`src/rtl/dmem_stream_arbiter_if.sv`:
```
// Bundle of the CPU, image-stream and DataMemory signals around dmem_stream_arbiter.
// slave is the arbiter's view and master is the surrounding system's view.
interface dmem_stream_arbiter_if;
    logic        cpu_req;
    logic        cpu_we;
    logic [31:0] cpu_addr;
    logic [31:0] cpu_wd;
    logic [31:0] cpu_rd;
    logic        cpu_stall;
    logic        start;
    logic [7:0]  strm_data;
    logic        strm_valid;
    logic        strm_ready;
    logic        busy;
    logic        done;
    logic [31:0] mem_addr;
    logic [31:0] mem_wd;
    logic        mem_we;
    logic [31:0] mem_rd;

    modport slave (
        input  cpu_req, cpu_we, cpu_addr, cpu_wd, start, strm_ready, mem_rd,
        output cpu_rd, cpu_stall, strm_data, strm_valid, busy, done,
        output mem_addr, mem_wd, mem_we
    );

    modport master (
        output cpu_req, cpu_we, cpu_addr, cpu_wd, start, strm_ready, mem_rd,
        input  cpu_rd, cpu_stall, strm_data, strm_valid, busy, done,
        input  mem_addr, mem_wd, mem_we
    );
endinterface

```
`src/rtl/dmem_stream_arbiter.sv`:
```
// Shares the DataMemory port between the CPU and a byte-wide image streamer (CPU first).
// Define STARVE_GUARD_EN to force a stream grant after MAX_WAIT consecutive denied fetch cycles.
module dmem_stream_arbiter #(
    parameter logic [31:0] IMG_BASE = 32'd0,
    parameter int          IMG_LEN  = 152100,
    parameter int          MAX_WAIT = 15
) (
    input  logic                  clk,
    input  logic                  rst,
    dmem_stream_arbiter_if.slave  bus
);

    localparam int PTR_W = (IMG_LEN > 1) ? $clog2(IMG_LEN) : 1;
    localparam logic [PTR_W-1:0] LAST = PTR_W'(IMG_LEN - 1);

    if (IMG_LEN < 1 || MAX_WAIT < 0) begin : g_param_check
        $error("dmem_stream_arbiter: IMG_LEN must be >= 1 and MAX_WAIT >= 0");
    end

    typedef enum logic [1:0] {IDLE, FETCH, HOLD, DONE} state_t;

    state_t           state, state_next;
    logic [PTR_W-1:0] ptr, ptr_next;
    logic [7:0]       byte_p1, byte_next;
    logic             grant_stream;
    logic             forced;

`ifdef STARVE_GUARD_EN
    localparam int WAIT_W = (MAX_WAIT > 0) ? $clog2(MAX_WAIT + 1) : 1;

    logic [WAIT_W-1:0] wait_cnt, wait_next;

    assign forced = (state == FETCH) && (wait_cnt == WAIT_W'(MAX_WAIT));

    always_ff @(posedge clk or posedge rst) begin
        if (rst) begin
            wait_cnt <= '0;
        end else begin
            wait_cnt <= wait_next;
        end
    end

    // Counts only denied FETCH cycles; any grant or leaving FETCH starts over.
    always_comb begin
        wait_next = '0;
        if (state == FETCH && !grant_stream) begin
            wait_next = wait_cnt + 1'b1;
        end
    end
`else
    assign forced = 1'b0;
`endif

    always_ff @(posedge clk or posedge rst) begin
        if (rst) begin
            state   <= IDLE;
            ptr     <= '0;
            byte_p1 <= '0;
        end else begin
            state   <= state_next;
            ptr     <= ptr_next;
            byte_p1 <= byte_next;
        end
    end

    always_comb begin
        state_next   = state;
        ptr_next     = ptr;
        byte_next    = byte_p1;
        grant_stream = 1'b0;
        case (state)
            IDLE: begin
                if (bus.start) begin
                    state_next = FETCH;
                    ptr_next   = '0;
                end
            end
            FETCH: begin
                grant_stream = !bus.cpu_req || forced;
                if (grant_stream) begin
                    byte_next  = bus.mem_rd[7:0];
                    state_next = HOLD;
                end
            end
            HOLD: begin
                if (bus.strm_ready) begin
                    if (ptr == LAST) begin
                        state_next = DONE;
                    end else begin
                        ptr_next   = ptr + 1'b1;
                        state_next = FETCH;
                    end
                end
            end
            DONE: begin
                state_next = IDLE;
            end
            default: begin
                state_next = IDLE;
            end
        endcase
    end

    // Port mux: the stream only reads, so a stream grant also masks any CPU store.
    always_comb begin
        bus.mem_addr = bus.cpu_addr;
        bus.mem_wd   = bus.cpu_wd;
        bus.mem_we   = bus.cpu_we & bus.cpu_req;
        if (grant_stream) begin
            bus.mem_addr = IMG_BASE + 32'(ptr);
            bus.mem_wd   = 32'h0;
            bus.mem_we   = 1'b0;
        end
    end

    assign bus.cpu_stall  = bus.cpu_req & grant_stream;
    assign bus.cpu_rd     = bus.mem_rd;
    assign bus.strm_data  = byte_p1;
    assign bus.strm_valid = (state == HOLD);
    assign bus.busy       = (state != IDLE);
    assign bus.done       = (state == DONE);

endmodule

```
`src/flat_wrapper.sv`:
```
// flat-port wrapper written by rule: the top's interface ports become plain ports
module dmem_stream_arbiter_flat 
#(
    parameter logic [31:0] IMG_BASE = 32'd0,
    parameter int          IMG_LEN  = 152100,
    parameter int          MAX_WAIT = 15
)
  (clk, rst, bus_cpu_req, bus_cpu_we, bus_cpu_addr, bus_cpu_wd, bus_start, bus_strm_ready, bus_mem_rd, bus_cpu_rd, bus_cpu_stall, bus_strm_data, bus_strm_valid, bus_busy, bus_done, bus_mem_addr, bus_mem_wd, bus_mem_we);
  dmem_stream_arbiter_if bus_i ();
  input  logic clk;
  input  logic rst;
  input wire logic [$bits(bus_i.cpu_req)-1:0] bus_cpu_req;
  input wire logic [$bits(bus_i.cpu_we)-1:0] bus_cpu_we;
  input wire logic [$bits(bus_i.cpu_addr)-1:0] bus_cpu_addr;
  input wire logic [$bits(bus_i.cpu_wd)-1:0] bus_cpu_wd;
  input wire logic [$bits(bus_i.start)-1:0] bus_start;
  input wire logic [$bits(bus_i.strm_ready)-1:0] bus_strm_ready;
  input wire logic [$bits(bus_i.mem_rd)-1:0] bus_mem_rd;
  output wire logic [$bits(bus_i.cpu_rd)-1:0] bus_cpu_rd;
  output wire logic [$bits(bus_i.cpu_stall)-1:0] bus_cpu_stall;
  output wire logic [$bits(bus_i.strm_data)-1:0] bus_strm_data;
  output wire logic [$bits(bus_i.strm_valid)-1:0] bus_strm_valid;
  output wire logic [$bits(bus_i.busy)-1:0] bus_busy;
  output wire logic [$bits(bus_i.done)-1:0] bus_done;
  output wire logic [$bits(bus_i.mem_addr)-1:0] bus_mem_addr;
  output wire logic [$bits(bus_i.mem_wd)-1:0] bus_mem_wd;
  output wire logic [$bits(bus_i.mem_we)-1:0] bus_mem_we;
  assign bus_i.cpu_req = bus_cpu_req;
  assign bus_i.cpu_we = bus_cpu_we;
  assign bus_i.cpu_addr = bus_cpu_addr;
  assign bus_i.cpu_wd = bus_cpu_wd;
  assign bus_i.start = bus_start;
  assign bus_i.strm_ready = bus_strm_ready;
  assign bus_i.mem_rd = bus_mem_rd;
  assign bus_cpu_rd = bus_i.cpu_rd;
  assign bus_cpu_stall = bus_i.cpu_stall;
  assign bus_strm_data = bus_i.strm_data;
  assign bus_strm_valid = bus_i.strm_valid;
  assign bus_busy = bus_i.busy;
  assign bus_done = bus_i.done;
  assign bus_mem_addr = bus_i.mem_addr;
  assign bus_mem_wd = bus_i.mem_wd;
  assign bus_mem_we = bus_i.mem_we;
  dmem_stream_arbiter #(.IMG_BASE(IMG_BASE), .IMG_LEN(IMG_LEN), .MAX_WAIT(MAX_WAIT)) u_core (.clk(clk), .rst(rst), .bus(bus_i));
endmodule
```
`config.mk`:
```
export PLATFORM = sky130hd
export DESIGN_NAME = dmem_stream_arbiter_flat
export DESIGN_NICKNAME = d
export VERILOG_FILES = /design/src/rtl/dmem_stream_arbiter_if.sv /design/src/rtl/dmem_stream_arbiter.sv /design/src/flat_wrapper.sv
export SDC_FILE = /design/constraint.sdc
export NUM_CORES = 1
export LEC_CHECK = 0
export CORE_UTILIZATION = 34
export DETAILED_ROUTE_END_ITERATION = 6
export GPL_TIMING_DRIVEN = 0
export PLACE_DENSITY_LB_ADDON = 0.25
export SYNTH_ARGS = -nofsm -noshare
export SYNTH_HDL_FRONTEND = slang
export SYNTH_SLANG_ARGS = --single-unit
```
`constraint.sdc`:
```
create_clock -name clk -period 5.3 [get_ports clk]
set_clock_uncertainty 0.1 [all_clocks]
set_input_delay 1.06 -clock clk [delete_from_list [all_inputs] [get_ports clk]]
set_output_delay 1.06 -clock clk [all_outputs]
set_load 0.02 [all_outputs]
```
# After elaboration in Yosys (flattened, before gate mapping)
# Index checks and enable logic that the tools add are counted.
# W data, S select, Z words.
# word_totals
regBits	28
output_inout_bits	109
# op_classes
eq_ne	8
n_bitwise	3
n_mux	13
n_addsub	1
reduce_logical	7
# ops
operator	n
$mux W32	2
$mux W18	3
$pmux W18 S2	1
$add A18 B1 Y18 const B	1
$eq A18 B18 Y1 const B	1
$mux W2	4
$ne A2 B2 Y1 const B	4
$pmux W2 S4	1
$eq A2 B2 Y1 const B	2
$reduce_and A4 Y1	1
$reduce_bool A2 Y1	2
$reduce_and A3 Y1	1
$and A1 B1 Y1	2
$eq A2 B1 Y1 const B	1
$logic_not A2 Y1	1
$mux W1	2
$reduce_and A2 Y1	1
$logic_not A1 Y1	1
$not A1 Y1	1

# Longest topological paths before layout
# depth
ltp_word	4
depth_mapped	6
depth_no_buf	5

# Worst setup path after synthesis
# No wires, ideal clock.
# synth_path
path_type	input port to output port
startpoint	input bus_cpu_req
endpoint	output bus_mem_addr[17]
path_slack_ns	1.900
t_arrival_ns	2.240
path_buffers	2
required_ns	4.140
cell_stages	4
cell_sequence	nor3b_1 -> clkbuf_1 -> clkbuf_1 -> mux2_2
# synth_between
elab_chain_cells	3
# synth_lines
element	line_no	text
from (decl)	flat_wrapper.sv:12	input wire logic [$bits(bus_i.cpu_req)-1:0] bus_cpu_req;
$logic_not A1 Y1	dmem_stream_arbiter.sv:79	grant_stream = !bus.cpu_req || forced;
$mux W1	dmem_stream_arbiter.sv:71	case (state)
$mux W32	dmem_stream_arbiter.sv:109	if (grant_stream) begin
to (decl)	flat_wrapper.sv:25	output wire logic [$bits(bus_i.mem_addr)-1:0] bus_mem_addr;
# Every way passes these cells.

# Final worst setup path
# Ends and elaborated chain as after synthesis.

==> results.sh <==
export IMPL_status="completed"
export IMPL_setup_viol=0
export IMPL_hold_path_class="flop to flop"
export IMPL_synth_top_cell_area_share=0.297
export IMPL_cap_violations=0
export IMPL_synth_avg_cell_area_um2=8.90
export IMPL_numCtsBuffers=3
export IMPL_drive_above_1_share=0.172
export IMPL_die_w_um=85.3
export IMPL_clock_latency_ns=0.28
export IMPL_ir_drop_uv=277
export IMPL_io_pins=211
export IMPL_worstReg2RegEnd="u_core.ptr[16]"
export IMPL_min_period_ns=4.61
export IMPL_reg2regPathDepth=6
export IMPL_grt_max_degree=29
export IMPL_die_h_um=85.3
export IMPL_grt_usage=0.218
export IMPL_hold_viol=0
export IMPL_core_area_mm2=0.00653
export IMPL_slew_headroom=0.291
export IMPL_rows=29
export IMPL_r2r_setup_slack_ns=3.06
export IMPL_min_period_over_period=0.870
export IMPL_avgViaCountPerCell=4.94
export IMPL_yosys_warnings=0
export IMPL_clk_pin_slew_worst_paths_ns=0.09
export IMPL_synth_area_mm2=0.00236
export IMPL_fmax_mhz=217
export IMPL_worstPathArrival_ns=3.45
export IMPL_crit_type="input pin to output pin"
export IMPL_synthTopCellsByArea="dfrtp_1 (30%), mux2_2 (12%), nor2b_1 (12%), buf_4 (11%), mux2i_1 (2.5%)"
export IMPL_finalNetCount=558
export IMPL_synth_seq_cells=28
export IMPL_clkSinkCount=28
export IMPL_start_kind="input pin"
export IMPL_synth_edf_count=0
export IMPL_final_cell_mix="clkdlybuf4s50_1 (185), nor2b_1 (46), buf_4 (34)"
export IMPL_synth_nets=368
export IMPL_whs_path_depth=1
export IMPL_routed_wl_um=8330
export IMPL_drtIter0Drc=93
export IMPL_power_density_mw_per_mm2=329
export IMPL_route_detailed_drc=0
export IMPL_grt_first_pass_wirelength_um=12600
export IMPL_cts_resized=0
export IMPL_tightest_slew_ns=1.06
export IMPL_synth_cell_types=48
export IMPL_cts_max_level=1
export IMPL_whs_endpoint="u_core.bus.strm_data[4]"
export IMPL_drv_slew=0
export IMPL_leakagePower_nw=1.80
export IMPL_die_area_mm2=0.00727
export IMPL_tritoncts="done"
export IMPL_area_growth_pct=85.0
export IMPL_grt_pass1_vias=2565
export IMPL_rsz0062_at_grt="false"
export IMPL_wire_per_inst_um=15.7
export IMPL_dp_hpwl_um=6670
export IMPL_final_setup_tns_ns=0
export IMPL_initial_core_util=0.361
export IMPL_grt_overflow=0
export IMPL_holdWs_ns=0.415
export IMPL_synth_top_area_cell="dfrtp_1"
export IMPL_cts_hold_buf=0
export IMPL_num_antenna_cells=0
export IMPL_crit_required_ns=4.14
export IMPL_vias=2625
export IMPL_r2r_start="u_core.state[1]"
export IMPL_mostFrequentLayoutCell="clkdlybuf4s50_1"
export IMPL_cts_root_buf="clkbuf_8"
export IMPL_io_buffers=185
export IMPL_synth_flop_cell="dfrtp_1"
export IMPL_async_flop_share=1.00
export IMPL_synth_cells=265
export IMPL_cts_setup_buffers=0
export IMPL_gp_congestion=0.934
export IMPL_antenna_left=0
export IMPL_clockBufferDepth=2
export IMPL_min_from="u_core.bus.strm_data[4]"
export IMPL_seq_area_frac_synth=0.297
export IMPL_end_kind="output pin"
export IMPL_first_pass_iters=4
export IMPL_n_fill_cell=522
export IMPL_worstPathMaxFanout=10
export IMPL_antenna_found_initial=0
power by group:
group          leakage (nW)  internal, mW  total, mW  switching [mW]
sequential            0.366         0.275      0.332          0.0571
clock                0.0288        0.0666      0.134          0.0672
combinational          1.40         0.481      0.971           0.490
total                  1.80         0.822       1.44           0.615
kinds of logic after synthesis:
group	Yosys count	share of synthesized area
mux	33	0.156
simple gates	112	0.283
fa+ha+maj	1	0.00531
flops	28	0.297
buf+inv	59	0.157
other cells	1	0.00159
compound gates	31	0.0998
area by class of cell:
cell class | count | area [µm²] | area share
Tap cell | 77 | 96.3 | 0.0221
Inverter | 9 | 33.8 | 0.00775
Multi-Input combinational cell | 178 | 1290 | 0.295
Timing Repair Buffer | 185 | 1850 | 0.425
Sequential cell | 28 | 701 | 0.161
Buffer | 50 | 337 | 0.0772
Clock buffer | 4 | 55.1 | 0.0126
layer usage:
layer | track usage | up-vias | part of all wire
li1 | - | 1272 | -
met1 | 0.263 | 1177 | 0.40
met2 | 0.385 | 166 | 0.49
met3 | 0.0632 | 10 | 0.10
met4 | 0.0485 | 0 | 0.013
met5 | 0 | - | 0
cells in the mapped netlist (2+ instances only):
cell type / count
nor2b_1: 46
buf_4: 34
dfrtp_1: 28
mux2_2: 26
clkbuf_1: 11
nand3_1: 11
inv_1: 9
nor2_1: 9
nand2_1: 7
nor3_1: 7
mux2i_1: 6
o21ai_0: 6
nand4_1: 5
nor4_1: 5
o2bb2ai_1: 4
and2_1: 3
and3_1: 3
buf_2: 3
a211o_1: 2
a21oi_1: 2
a22oi_1: 2
a31oi_1: 2
and3_2: 2
nand2b_1: 2
nor4b_1: 2
o22ai_1: 2
o31ai_1: 2
o41ai_1: 2
or3_1: 2
or4b_1: 2
worst max path at each step:
stage / start / endpoint / slack [ns] / cells after the start
final: bus_cpu_req / bus_mem_addr[17] / 0.69 / 6
after global placement: bus_cpu_req / bus_mem_addr[17] / 0.67 / 6
after global routing: bus_cpu_req / bus_mem_addr[17] / 0.49 / 6
after CTS: bus_cpu_req / bus_mem_addr[17] / 0.64 / 6
after detailed placement: bus_cpu_req / bus_mem_addr[17] / 0.63 / 6
after floorplan: bus_cpu_req / bus_mem_addr[17] / 1.90 / 4
flip-flops by register name, summed over array words and instances, names as in the netlist:
signal / flops
u_core.bus.strm_data: 8
u_core.ptr: 18
u_core.state: 2
metrics by stage:
step | utilization | total power [mW] | cell area (µm²) | std cells | setup slack [ns]
6_report | 0.668 | 1.44 | 4360 | 531 | 0.691
3_3_place_gp | 0.659 | 1.29 | 4310 | 527 | 0.673
5_1_grt | 0.668 | 1.52 | 4360 | 531 | 0.491
2_1_floorplan | - | 0.863 | 2360 | 265 | 1.90
3_5_place_dp | 0.659 | 1.31 | 4310 | 527 | 0.633
4_1_cts | 0.668 | 1.45 | 4360 | 531 | 0.638
worst max-delay path, stage by stage:
cell	delay (ns)
clkdlybuf4s50_1	0.47
nor3b_1	0.20
clkbuf_1	0.38
clkbuf_1	0.41
mux2_2	0.38
clkdlybuf4s50_1	0.54
(Power assumes the default switching activity.)
